--- src/rtl/jpeg_bitstream_packer.sv ---
// Packs right-aligned variable-length Huffman codes MSB-first into a byte-stuffed JPEG stream.
// Define JPEG_BITPACK_EOI_EN to append the EOI marker (0xFF 0xD9) after every flush.
module jpeg_bitstream_packer #(
    parameter int CODE_W = 24,
    parameter int LEN_W  = 5,
    parameter int ACC_W  = 40
) (
    input  logic              clock,
    input  logic              reset,
    input  logic              code_valid,
    output logic              code_ready,
    input  logic [CODE_W-1:0] code_data,
    input  logic [LEN_W-1:0]  code_len,
    input  logic              flush,
    output logic              flush_done,
    output logic              byte_valid,
    input  logic              byte_ready,
    output logic [7:0]        byte_data,
    output logic [31:0]       byte_count
);
    localparam int CNT_W = $clog2(ACC_W + 1);
    localparam logic [CNT_W-1:0] ROOM     = CNT_W'(ACC_W - CODE_W);
    localparam logic [CNT_W-1:0] ACC_BITS = CNT_W'(ACC_W);
    localparam logic [CNT_W-1:0] EIGHT    = CNT_W'(8);

    typedef enum logic [2:0] {
        ST_RUN,
        ST_DRAIN,
`ifdef JPEG_BITPACK_EOI_EN
        ST_EOI1,
        ST_EOI2,
`endif
        ST_DONE
    } state_t;

`ifdef JPEG_BITPACK_EOI_EN
    localparam state_t AFTER_DRAIN = ST_EOI1;
`else
    localparam state_t AFTER_DRAIN = ST_DONE;
`endif

    state_t            state_reg, state_next;
    logic [ACC_W-1:0]  acc_reg, acc_next;
    logic [CNT_W-1:0]  bit_cnt_reg, bit_cnt_next;
    logic              stuff_pending_reg, stuff_pending_next;
    logic              code_ready_reg, code_ready_next;
    logic              flush_done_reg, flush_done_next;
    logic              byte_valid_reg, byte_valid_next;
    logic [7:0]        byte_data_reg, byte_data_next;
    logic [31:0]       byte_count_reg, byte_count_next;

    logic [LEN_W-1:0]  len_sat;
    logic [CODE_W-1:0] code_masked;
    logic [CNT_W-1:0]  len_ext, shift_amt, merged_cnt;
    logic [ACC_W-1:0]  merged_acc;
    logic [7:0]        top_byte, pad_byte;
    logic              accept, load_en;

    assign len_sat = (code_len > LEN_W'(CODE_W)) ? LEN_W'(CODE_W) : code_len;

    // Bits at or above the code length are don't-care on the input and must not leak into the stream.
    for (genvar gi = 0; gi < CODE_W; gi++) begin : g_mask
        localparam logic [LEN_W-1:0] IDX = LEN_W'(gi);
        assign code_masked[gi] = code_data[gi] & (len_sat > IDX);
    end

    assign accept     = code_valid & code_ready_reg;
    assign load_en    = ~byte_valid_reg | byte_ready;
    assign len_ext    = CNT_W'(len_sat);
    assign shift_amt  = ACC_BITS - bit_cnt_reg - len_ext;
    // The accepted code is merged before extraction so a completing code yields a byte next cycle.
    assign merged_acc = accept ? (acc_reg | (ACC_W'(code_masked) << shift_amt)) : acc_reg;
    assign merged_cnt = accept ? (bit_cnt_reg + len_ext) : bit_cnt_reg;
    assign top_byte   = merged_acc[ACC_W-1 -: 8];
    assign pad_byte   = top_byte | (8'hFF >> merged_cnt[2:0]);

    always_comb begin
        state_next         = state_reg;
        acc_next           = merged_acc;
        bit_cnt_next       = merged_cnt;
        stuff_pending_next = stuff_pending_reg;
        byte_valid_next    = byte_valid_reg & ~byte_ready;
        byte_data_next     = byte_data_reg;
        flush_done_next    = 1'b0;
        byte_count_next    = byte_count_reg + ((byte_valid_reg & byte_ready) ? 32'd1 : 32'd0);

        if (state_reg == ST_RUN && flush) begin
            state_next = ST_DRAIN;
        end

        if (load_en) begin
            if (stuff_pending_reg) begin
                byte_data_next     = 8'h00;
                byte_valid_next    = 1'b1;
                stuff_pending_next = 1'b0;
            end else if (merged_cnt >= EIGHT) begin
                byte_data_next     = top_byte;
                byte_valid_next    = 1'b1;
                stuff_pending_next = (top_byte == 8'hFF);
                acc_next           = merged_acc << 8;
                bit_cnt_next       = merged_cnt - EIGHT;
            end else begin
                case (state_reg)
                    ST_RUN: ;
                    ST_DRAIN: begin
                        if (merged_cnt != '0) begin
                            byte_data_next     = pad_byte;
                            byte_valid_next    = 1'b1;
                            stuff_pending_next = (pad_byte == 8'hFF);
                            acc_next           = '0;
                            bit_cnt_next       = '0;
                        end
                        state_next = AFTER_DRAIN;
                    end
`ifdef JPEG_BITPACK_EOI_EN
                    ST_EOI1: begin
                        byte_data_next  = 8'hFF;
                        byte_valid_next = 1'b1;
                        state_next      = ST_EOI2;
                    end
                    ST_EOI2: begin
                        byte_data_next  = 8'hD9;
                        byte_valid_next = 1'b1;
                        state_next      = ST_DONE;
                    end
`endif
                    ST_DONE: begin
                        flush_done_next = 1'b1;
                        state_next      = ST_RUN;
                    end
                    default: state_next = ST_RUN;
                endcase
            end
        end

        code_ready_next = (state_next == ST_RUN) && (bit_cnt_next <= ROOM);
    end

    always_ff @(posedge clock or posedge reset) begin
        if (reset) begin
            state_reg         <= ST_RUN;
            acc_reg           <= '0;
            bit_cnt_reg       <= '0;
            stuff_pending_reg <= 1'b0;
            code_ready_reg    <= 1'b0;
            flush_done_reg    <= 1'b0;
            byte_valid_reg    <= 1'b0;
            byte_data_reg     <= 8'h00;
            byte_count_reg    <= 32'd0;
        end else begin
            state_reg         <= state_next;
            acc_reg           <= acc_next;
            bit_cnt_reg       <= bit_cnt_next;
            stuff_pending_reg <= stuff_pending_next;
            code_ready_reg    <= code_ready_next;
            flush_done_reg    <= flush_done_next;
            byte_valid_reg    <= byte_valid_next;
            byte_data_reg     <= byte_data_next;
            byte_count_reg    <= byte_count_next;
        end
    end

    assign code_ready = code_ready_reg;
    assign flush_done = flush_done_reg;
    assign byte_valid = byte_valid_reg;
    assign byte_data  = byte_data_reg;
    assign byte_count = byte_count_reg;
endmodule

--- config.mk ---
export PLATFORM = sky130hd
export DESIGN_NAME = jpeg_bitstream_packer
export DESIGN_NICKNAME = d
export VERILOG_FILES = /design/src/rtl/jpeg_bitstream_packer.sv
export SDC_FILE = /design/constraint.sdc
export NUM_CORES = 1
export LEC_CHECK = 0
export CAP_MARGIN = 20
export CORE_ASPECT_RATIO = 0.6
export CORE_MARGIN = 2
export CORE_UTILIZATION = 30
export DETAILED_ROUTE_END_ITERATION = 12
export PLACE_DENSITY = 0.59
export RECOVER_POWER = 50
export SETUP_SLACK_MARGIN = 0.15
export SLEW_MARGIN = 20
export SYNTH_ARGS = -nofsm -noshare
export SYNTH_HDL_FRONTEND = slang
export SYNTH_SLANG_ARGS = --single-unit
--- constraint.sdc ---
create_clock -name clock -period 4.7 [get_ports clock]
set_input_delay 1.175 -clock clock [delete_from_list [all_inputs] [get_ports clock]]
set_output_delay 1.175 -clock clock [all_outputs]
set_load 0.05 [all_outputs]
==> results.toml <==
[drt]
drtIter0Drc = 631
drc = 0
viasPerCell = 5.42
num_vias = 7334
wl_per_cell_um = 18.9
drt_wl_total_um = 25600
first_pass_iters = 6
detail-route-antenna-nets = 0

[synthesis]
ys_seq_elements = 93
synth_ff_type = "dfrtp_1"
synth_top_area_share_pct = 32.8
synth.distinct_cells = 94
avgSynthCellArea_um2 = 8.64
yosys.area.top_type = "dfrtp_1"
synth_commonest_cells = "dfrtp_1, nor2_1, nand2_1"
syn_nets = 873
synth_cells = 821
async_flop_share_pct = 100
ys_warn_count = 0
synthTopCellsByArea = "dfrtp_1, nor2_1, nand2_1"
yosysMostFrequentCell = "dfrtp_1"
ys_seq_area_share_pct = 32.8
synth_edf_count = 0
syn_area_um2 = 7090

[floorplan]
rows = 43
dieArea_um2 = 24900
core-area_um2 = 23100
initial_core_util_pct = 30.7
io_pins = 77
dieWidth_um = 203
fp.dieH_um = 123

[global_route]
grt_start_max_net_pins = 76
grt_pass1_wl_um = 40300
grt.total_usage_pct = 20.9
overflow = 0
busiest_layer = "met1"
met1_usage_pct = 33.3
antenna_found_initial = 0
use_met3_pct = 7.46
grt_pass1_vias = 6938
use_met2_pct = 26.9

[critical_path]
timing.rr.start = "bit_cnt_reg[1]"
start_kind = "primary input"
path_max_fanout = 6
critPathKind = "in -> reg"
ff2ff_path_depth = 16
cp.required_ns = 4.95
regToRegSetupSlack_ns = 1.13
worstPathArrival_ns = 4.66
end_kind = "flop"
r2r-end = "stuff_pending_reg"

[placed_design]
pre_cts_ws_ns = -0.400
placedInstanceArea_um2 = 9270
gp_congestion = 0.920
post-place-cells = 1323
portBuffers = 76
dp_hpwl_um = 20000

[layout]
fill_cells = 2334
diodes = 0
multi_input_area_um2 = 4480
final-instance-count-excl-fill = 1354
ff_latch_area_um2 = 2330
syn2layout_area_growth_pct = 38.9
largest_reg_flops = 40
drive_gt1_share_pct = 25.6
fin_area_um2 = 9860
nets = 1086

[min_path]
hp-class = "reg -> reg"
hold_end = "flush_done"
min_from = "state_reg[2]"
min_path_cells = 1

[sta]
fmax_mhz = 227
period_needed_ns = 4.40
tightest_slew_ns = 1.35
fin_ws_ns = 0.296
period_share_pct = 93.7
setup_viol = 0
slew_headroom_pct = 10.3
final_hold_viol_count = 0
skew_ns = 0.00898
tns_ns = 0
rsz0062_at_grt = "no"
drv_slew = 0

[clocking]
cts.path.max_buffers = 2
htreeDepth = 3
path_clk_slew_ns = 0.07
insertion_delay_ns = 0.34
cts.root.buffer_cell = "clkbuf_16"
cts_buffers = 9
clkSinkCount = 93
cts_tree = "done"

[flow_run]
drv_cap = 0

[outcome]
status = "finished clean"
-- final cells by class --
| class | count | area share, % |
|---|---|---|
| Clock buffer | 10 | 2.42 |
| Clock inverter | 6 | 0.724 |
| Inverter | 33 | 1.27 |
| Multi-Input combinational cell | 640 | 45.5 |
| Sequential cell | 93 | 23.6 |
| Tap cell | 315 | 4.00 |
| Timing Repair Buffer | 257 | 22.5 |
-- layout by cell type, fill, tap and decap left out, drive strengths merged, types with 9 or more instances in the layout --
cell type,n
a31oi,17
a22oi,9
mux2i,13
nand3,34
and2,13
and3,14
mux2,15
o211ai,16
nor3,15
buf,177
xnor2,22
xor2,15
dfrtp,93
dlygate4sd3,18
clkbuf,14
a22o,10
ha,14
nor2b,9
o21a,9
o21ai,42
nor2,76
a21oi,46
clkdlybuf4s50,54
o22ai,35
inv,32
nand4,13
nand2,74
-- worst max-delay path, cell delays in order --
cell,delay (ns)
clkdlybuf4s50_1,0.49
nand2_2,0.14
ha_4,0.30
inv_1,0.06
fa_2,0.44
xnor2_4,0.33
nor2_1,0.11
a22o_1,0.21
a31oi_1,0.17
o221ai_2,0.18
buf_4,0.17
buf_4,0.14
o221a_2,0.23
a211oi_2,0.14
a31oi_1,0.10
o31ai_1,0.24
-- metrics by stage --
stage,hold slack (ns),util [%]
4_1_cts,0.463,42.1
2_1_floorplan,0.425,-
5_1_grt,0.498,42.6
3_5_place_dp,0.453,40.1
6_report,0.460,42.6
3_3_place_gp,0.458,40.1
-- worst max-delay path by stage --
| stage | from | endpoint | slack (ns) | cells past startpoint |
|---|---|---|---|---|
| after floorplan | code_len[4] | stuff_pending_reg | 0.09 | 21 |
| after global placement | code_len[3] | stuff_pending_reg | -0.31 | 18 |
| after detailed placement | code_len[4] | stuff_pending_reg | -0.40 | 18 |
| after CTS | code_len[1] | stuff_pending_reg | 0.18 | 18 |
| after global routing | code_len[3] | stuff_pending_reg | 0.16 | 21 |
| final | code_len[2] | stuff_pending_reg | 0.30 | 16 |
-- routing by layer --
metal  vias to the layer above  wire length, um
met5                         -                0
met4                         0               19
met3                         3             2520
met2                       256             9550
met1                      3573            13500
li1                       3502                -
-- cells by family after synthesis --
group	Yosys count	share of synthesized area, %
and+or+nand+nor	282	19.5
AOI/OAI and AO/OA	273	28.1
DFF	93	32.8
buffers and inverters	88	6.40
xor gates and xnor gates	37	4.67
muxes	30	4.90
adders and majority gates	18	3.60
-- what timing repair did --
action | CTS | global route
resized for setup | 17 | 16
hold buffers | 0 | 0
gates cloned | 0 | 1
pin swaps | 11 | 8
endpoints found under the setup margin | 10 | 25
buffers inserted | 9 | 4
Power is left out: the tool's default activity adds up to more than one toggle a clock period on the data nets, which glitch-free logic cannot reach.
